`config.mk`:
```
export PLATFORM = sky130hd
export DESIGN_NAME = ponylink_stream_check
export DESIGN_NICKNAME = d
export VERILOG_FILES = /design/src/rtl/ponylink_test_pkg.sv /design/src/rtl/ponylink_xorshift32.sv /design/src/rtl/ponylink_stream_check.sv
export SDC_FILE = /design/constraint.sdc
export NUM_CORES = 1
export LEC_CHECK = 0
export CAP_MARGIN = 20
export CORE_MARGIN = 2
export CORE_UTILIZATION = 35
export DETAILED_ROUTE_END_ITERATION = 6
export HOLD_SLACK_MARGIN = 0.15
export REMOVE_ABC_BUFFERS = 1
export SLEW_MARGIN = 10
export SYNTH_ARGS = -nofsm -noshare
export SYNTH_HDL_FRONTEND = slang
export SYNTH_SLANG_ARGS = --single-unit
```
`constraint.sdc`:
```
create_clock -name clk -period 2.9 [get_ports clk]
set_clock_uncertainty 0.15 [all_clocks]
set_input_delay 0.29 -clock clk [delete_from_list [all_inputs] [get_ports clk]]
set_output_delay 0.29 -clock clk [all_outputs]
set_load 0.01 [all_outputs]
```
`src/rtl/ponylink_test_pkg.sv`:
```
// -----------------------------------------------------------------------------
// ponylink_test_pkg
// Shared definitions for the PonyLink link-test generator/checker pair:
//   - xorshift32 step function (x ^= x<<13; x ^= x>>7; x ^= x<<17)
//   - seed sanitiser (an all-zero xorshift state never leaves zero)
//   - checker state enum
//   - default PRNG seed
// -----------------------------------------------------------------------------
package ponylink_test_pkg;

    localparam logic [31:0] PONYLINK_TEST_SEED_DEFAULT = 32'h0000_0001;

    typedef enum logic [1:0] {
        ST_IDLE   = 2'd0,
        ST_RUN    = 2'd1,
        ST_RESYNC = 2'd2
    } chk_state_e;

    // One xorshift32 step; both link ends must use this exact sequence.
    function automatic logic [31:0] xorshift32(input logic [31:0] x);
        logic [31:0] y;
        y = x ^ (x << 13);
        y = y ^ (y >> 7);
        y = y ^ (y << 17);
        return y;
    endfunction

    // Zero is a fixed point of xorshift, so it is replaced by 1.
    function automatic logic [31:0] seed_fix(input logic [31:0] s);
        logic [31:0] r;
        if (s == 32'd0) begin
            r = 32'd1;
        end else begin
            r = s;
        end
        return r;
    endfunction

    // Mask covering tdata (low bits) and tuser (high bits) of the PRNG word.
    function automatic logic [31:0] field_mask(input int dw, input int uw);
        logic [31:0] m;
        m = (32'hFFFF_FFFF >> (32 - dw)) | ~(32'hFFFF_FFFF >> uw);
        return m;
    endfunction

endpackage

```
`src/rtl/ponylink_xorshift32.sv`:
```
// -----------------------------------------------------------------------------
// ponylink_xorshift32
// 32-bit xorshift PRNG register shared by the link-test generator and checker.
// Ports:
//   clk    in   clock
//   resetn in   asynchronous active-low reset (state <- sanitised SEED)
//   load   in   synchronous reload of the sanitised SEED, wins over step
//   step   in   advance the sequence by one value
//   value  out  current PRNG state (value used before the next step)
// -----------------------------------------------------------------------------
module ponylink_xorshift32
    import ponylink_test_pkg::*;
#(
    parameter logic [31:0] SEED = PONYLINK_TEST_SEED_DEFAULT
) (
    input  logic        clk,
    input  logic        resetn,
    input  logic        load,
    input  logic        step,
    output logic [31:0] value
);

    localparam logic [31:0] START_VALUE = seed_fix(SEED);

    logic [31:0] state_r;

    // PRNG state register: reset/load to the start value, otherwise step on demand.
    always_ff @(posedge clk or negedge resetn) begin
        if (!resetn) begin
            state_r <= START_VALUE;
        end else if (load) begin
            state_r <= START_VALUE;
        end else if (step) begin
            state_r <= xorshift32(state_r);
        end else begin
            state_r <= state_r;
        end
    end

    assign value = state_r;

endmodule

```
`src/rtl/ponylink_stream_check.sv`:
```
// -----------------------------------------------------------------------------
// ponylink_stream_check
// AXI-stream sink that checks every accepted beat against a locally
// regenerated xorshift32 sequence and exports integrity statistics.
// Ports:
//   clk, resetn           clock, asynchronous active-low reset
//   enable                run the checker; low holds state and drops in_tready
//   clear                 synchronous restart of counters/PRNG/index/state
//   in_tdata/tuser/tvalid/tlast, in_tready   checked stream
//   word_count            accepted beats (wrapping)
//   pkt_count             accepted beats carrying tlast (wrapping)
//   err_count             mismatching beats (saturating)
//   error                 sticky mismatch flag
//   in_sync               high while in RUN
// -----------------------------------------------------------------------------
module ponylink_stream_check
    import ponylink_test_pkg::*;
#(
    parameter int          TDATA_WIDTH   = 8,
    parameter int          TUSER_WIDTH   = 1,
    parameter int          PKT_LEN       = 16,
    parameter logic [31:0] SEED          = PONYLINK_TEST_SEED_DEFAULT,
    parameter logic [15:0] READY_PATTERN = 16'hFFFF
) (
    input  logic                   clk,
    input  logic                   resetn,
    input  logic                   enable,
    input  logic                   clear,
    input  logic [TDATA_WIDTH-1:0] in_tdata,
    input  logic [TUSER_WIDTH-1:0] in_tuser,
    input  logic                   in_tvalid,
    input  logic                   in_tlast,
    output logic                   in_tready,
    output logic [31:0]            word_count,
    output logic [15:0]            pkt_count,
    output logic [15:0]            err_count,
    output logic                   error,
    output logic                   in_sync
);

    localparam logic [15:0] LAST_IDX   = 16'(PKT_LEN - 1);
    localparam logic [31:0] FIELD_MASK = field_mask(TDATA_WIDTH, TUSER_WIDTH);

    chk_state_e  state_r;
    chk_state_e  mode_r;      // RUN or RESYNC, restored when leaving IDLE
    logic [15:0] idx_r;
    logic [3:0]  ptr_r;
    logic [31:0] word_r;
    logic [15:0] pkt_r;
    logic [15:0] err_r;
    logic        error_r;
    logic        in_sync_r;

    logic [31:0] prng_s;
    logic [31:0] obs_s;
    logic [31:0] diff_s;
    logic        accept_s;
    logic        exp_last_s;
    logic        last_bad_s;
    logic        mismatch_s;
    logic        cmp_bad_s;
    logic [15:0] idx_next_s;

    ponylink_xorshift32 #(
        .SEED (SEED)
    ) u_prng (
        .clk    (clk),
        .resetn (resetn),
        .load   (clear),
        .step   (accept_s && !clear),
        .value  (prng_s)
    );

    // Ready follows enable combinationally so a falling enable blocks the same cycle.
    assign in_tready = (state_r != ST_IDLE) && enable && READY_PATTERN[ptr_r];
    assign accept_s  = in_tvalid && in_tready;
    assign cmp_bad_s = (state_r == ST_RUN) && mismatch_s;

    // Beat comparison: the observed fields are packed into PRNG bit positions
    // so one masked XOR covers tdata (low bits) and tuser (high bits).
    always_comb begin
        obs_s = 32'd0;
        obs_s[TDATA_WIDTH-1:0] = in_tdata;
        obs_s[31 -: TUSER_WIDTH] = in_tuser;
        diff_s = obs_s ^ prng_s;
        exp_last_s = (idx_r == LAST_IDX);
        last_bad_s = (in_tlast != exp_last_s);
        mismatch_s = (|(diff_s & FIELD_MASK)) || last_bad_s;
        if (exp_last_s) begin
            idx_next_s = 16'd0;
        end else begin
            idx_next_s = idx_r + 16'd1;
        end
    end

    // Throttle pattern pointer: free-running, restarted only by reset or clear.
    always_ff @(posedge clk or negedge resetn) begin
        if (!resetn) begin
            ptr_r <= 4'd0;
        end else if (clear) begin
            ptr_r <= 4'd0;
        end else begin
            ptr_r <= ptr_r + 4'd1;
        end
    end

    // Checker FSM with beat index and registered in_sync.
    always_ff @(posedge clk or negedge resetn) begin
        if (!resetn) begin
            state_r   <= ST_IDLE;
            mode_r    <= ST_RUN;
            idx_r     <= 16'd0;
            in_sync_r <= 1'b0;
        end else if (clear) begin
            state_r   <= ST_IDLE;
            mode_r    <= ST_RUN;
            idx_r     <= 16'd0;
            in_sync_r <= 1'b0;
        end else begin
            case (state_r)
                ST_IDLE: begin
                    if (enable) begin
                        state_r   <= mode_r;
                        in_sync_r <= (mode_r == ST_RUN);
                    end
                end
                ST_RUN: begin
                    if (!enable) begin
                        state_r   <= ST_IDLE;
                        in_sync_r <= 1'b0;
                    end else if (accept_s) begin
                        idx_r <= idx_next_s;
                        // A misplaced tlast means beats were lost or duplicated.
                        if (last_bad_s) begin
                            state_r   <= ST_RESYNC;
                            mode_r    <= ST_RESYNC;
                            in_sync_r <= 1'b0;
                        end
                    end
                end
                ST_RESYNC: begin
                    if (!enable) begin
                        state_r   <= ST_IDLE;
                        in_sync_r <= 1'b0;
                    end else if (accept_s) begin
                        // Realign the index on the sender's packet boundary;
                        // the PRNG keeps running so a lost beat stays visible.
                        if (in_tlast) begin
                            idx_r     <= 16'd0;
                            state_r   <= ST_RUN;
                            mode_r    <= ST_RUN;
                            in_sync_r <= 1'b1;
                        end else begin
                            idx_r <= idx_next_s;
                        end
                    end
                end
                default: begin
                    state_r   <= ST_IDLE;
                    mode_r    <= ST_RUN;
                    idx_r     <= 16'd0;
                    in_sync_r <= 1'b0;
                end
            endcase
        end
    end

    // Beat, packet and error statistics; a beat coinciding with clear is discarded.
    always_ff @(posedge clk or negedge resetn) begin
        if (!resetn) begin
            word_r  <= 32'd0;
            pkt_r   <= 16'd0;
            err_r   <= 16'd0;
            error_r <= 1'b0;
        end else if (clear) begin
            word_r  <= 32'd0;
            pkt_r   <= 16'd0;
            err_r   <= 16'd0;
            error_r <= 1'b0;
        end else if (accept_s) begin
            word_r <= word_r + 32'd1;
            if (in_tlast) begin
                pkt_r <= pkt_r + 16'd1;
            end
            if (cmp_bad_s) begin
                error_r <= 1'b1;
                if (err_r != 16'hFFFF) begin
                    err_r <= err_r + 16'd1;
                end
            end
        end
    end

    assign word_count = word_r;
    assign pkt_count  = pkt_r;
    assign err_count  = err_r;
    assign error      = error_r;
    assign in_sync    = in_sync_r;

endmodule

```
==> metrics <==
status finished clean; die area 20500 um^2; Initial DRT Pass Iterations 4; fmax approximately 400 MHz; worst skew pair latency approximately 0.42 ns; Initial Util between 30% and 40%; Buf/Inv on CP 1; clock-pin slew on the worst setup and hold paths 0.06 ns; gr ovfl total 0; TNS Setup 0 ns; final core utilization about 45%; CP endpoint kind register; Mapped Avg Cell Area ~9.4 um^2; RSZ-0062 raised after global routing false; final setup fails 0; Pins Over Slew Limit 0; Hold Path Class input port to register; Post-DP HPWL approximately 11 mm; synthesized instance count 719; critical path's top delay family simple AND/OR/NAND/NOR gates; met3 GRT Util under 10%; asr flop ratio synth 100%; share of cells above drive strength 1 around 9.3%; Place WS 0.287 ns; WP data arrival ~2.7 ns; final hold slack roughly 0.23 ns; GR Layer Usage met2 between 20 and 30%; most frequent cells in the layout 116 x dfrtp_1, 79 x clkdlybuf4s50_1, 76 x nor2_1; Worst Tran Pin Value 0.937 ns; critical path class register to register; ys flop type dfrtp_1; Initial DRC Count about 350; post-synthesis sequential area ratio 43.6%; final hold viol count 0; TritonCTS clock tree yes; post-synth cell types between 60 and 70; global-route usage over all layers between 15 and 20%; crit-path cells ha_1 > and3_1 > and4_1 > xnor2_2 > buf_4 > a211oi_1 > o22a_1; met1 usage 22.3%; leakage dissipation between 3 and 4 nW; clk sinks 118; Core ar. between 15000 and 20000 um^2; Die Y between 100 and 150 um; Final Worst Setup Slack 0.391 ns; fin crit share between 80% and 90%; synth warn 0; htree depth 4; nets roughly 820; power per cell area 509 nW/um^2; CTS Root Cell clkbuf_16; Slew HR 37.5%; antenna viol nets, final 0; critical path peak fanout 13; ant diodes 0; Setup Buffers After CTS 0; startpoint types register; port bufs between 80 and 90; RD Place Congestion between 0.8 and 0.9; layout overhead on the synthesized area 24.8%; gr busiest metal met2; placed cell areas approximately 7800 um^2; most common cell after layout, fill and taps aside dfrtp_1; CP max-delay cell xnor2_2; WL/cell around 15 um; I/O pins just over 80; DRC errors left 0; CTS Buf Count 17; max incr delay on CP ~0.45 ns; Mapped Area between 6000 and 7000 um^2; vias per inst between 5 and 6; first-pass GRT wire length roughly 27 mm; vias in the first global route 5329; design area between 8000 and 9000 um^2; maximum clock path buffer count 2; Via Count about 5500; EDFF count, synth 0; total of max-cap violations 0; cell row count 50; final wirelength 15.9 mm; clock period minus worst slack about 2.5 ns; #FFs+latches synth roughly 120; worst vdd ir about 0.35 mV; largest net degree at the start of global routing 85; Worst Path Required about 3.1 ns; Die X between 100 and 150 um; initial antenna violation count 0
## timing repair
item	CTS	global route
resized for setup	0	0
hold buffers	1	0
hold endpoints to repair	52	0
## through the flow
step	instances	total power [W]
5_1_grt	1068	0.00449
4_1_cts	1068	0.00437
3_5_place_dp	1035	0.00220
2_1_floorplan	671	0.00198
3_3_place_gp	1035	0.00220
6_report	1068	0.00431
## flip-flops by register name, summed over array words and instances (netlist names)
signal and flops:
word_count 32, error 1, mode_r 2, in_sync 1, idx_r 16, u_prng.value 32
pkt_count 16, err_count 16, state_r 2
## kinds of logic (layout without fill, tap and decap cells)
| logic type | count (synthesis) | after routing | share of synthesized area, % |
|---|---|---|---|
| AO/OA/AOI/OAI | 139 | 139 | 13.2 |
| XOR/XNOR | 120 | 120 | 16.0 |
| adder cells (fa/ha/maj) | 8 | 8 | 1.48 |
| buffers and inverters | 59 | 148 | 4.28 |
| flip-flops | 118 | 118 | 43.6 |
| multiplexers | 1 | 1 | 0.166 |
| AND/OR/NAND/NOR | 274 | 274 | 21.2 |
## layout make-up
class                   instances  area, um^2
clock buffers                  18         439
clock inverters                14         164
fillers                      1829       10400
inverters                      11        41.3
multi-input cells             542        3530
flip-flops and latches        118        2960
well taps                     260         325
repair buffers                105        1000
## worst reg2reg max path, cell delays in order, from the launching register on
cell and delay [ns]:
dfrtp_1 0.42, ha_1 0.26, and3_1 0.21, and4_1 0.32
xnor2_2 0.45, buf_4 0.30, a211oi_1 0.10, o22a_1 0.20
## metal layers
metal | routed length (um) | vias to the layer above
met5 | 0 | -
li1 | - | 2697
met4 | 198 | 0
met3 | 621 | 15
met2 | 7340 | 120
met1 | 7730 | 2631
## path summary, 6_finish.rpt
kind	slack, ns	to	from	cells past startpoint
hold reg to reg	0.39	idx_r[6]	idx_r[6]	1
hold / removal	0.23	u_prng.value[0]	clear	3
max in group asynchronous	1.50	error	resetn	3
setup / recovery	0.39	err_count[14]	idx_r[0]	7
min in group asynchronous	0.32	word_count[28]	resetn	2
setup reg to reg	0.39	err_count[14]	idx_r[0]	7
## power by group
part | internal [W] | switching, W
Clock | 0.00131 | 0.000831
Sequential | 0.00167 | 0.0000291
Combinational | 0.000182 | 0.000281
Total | 0.00317 | 0.00114
## synth_stat cells, types with 3 or more instances
| library cell | n | area [um^2] |
|---|---|---|
| nand2_1 | 45 | 169 |
| and4_1 | 6 | 52.6 |
| or3_1 | 28 | 175 |
| a31oi_1 | 4 | 25.0 |
| and3_1 | 10 | 62.6 |
| nand3_1 | 34 | 170 |
| buf_4 | 5 | 37.5 |
| dfrtp_1 | 116 | 2900 |
| a21oi_1 | 42 | 210 |
| buf_2 | 15 | 75.1 |
| a41oi_1 | 3 | 26.3 |
| o32ai_1 | 3 | 26.3 |
| nand4b_1 | 3 | 26.3 |
| o31ai_1 | 5 | 37.5 |
| inv_1 | 10 | 37.5 |
| xor2_1 | 60 | 526 |
| and2_1 | 4 | 25.0 |
| buf_6 | 4 | 45.0 |
| nor3_1 | 11 | 55.1 |
| nor2_1 | 76 | 285 |
| nor4_1 | 16 | 100 |
| ha_1 | 8 | 100 |
| a211oi_1 | 5 | 37.5 |
| o22a_1 | 10 | 87.6 |
| nand4_1 | 22 | 138 |
| o21ai_0 | 43 | 215 |
| xnor2_1 | 57 | 499 |
| clkbuf_1 | 23 | 86.3 |
Power figures use the tool's default switching activity.
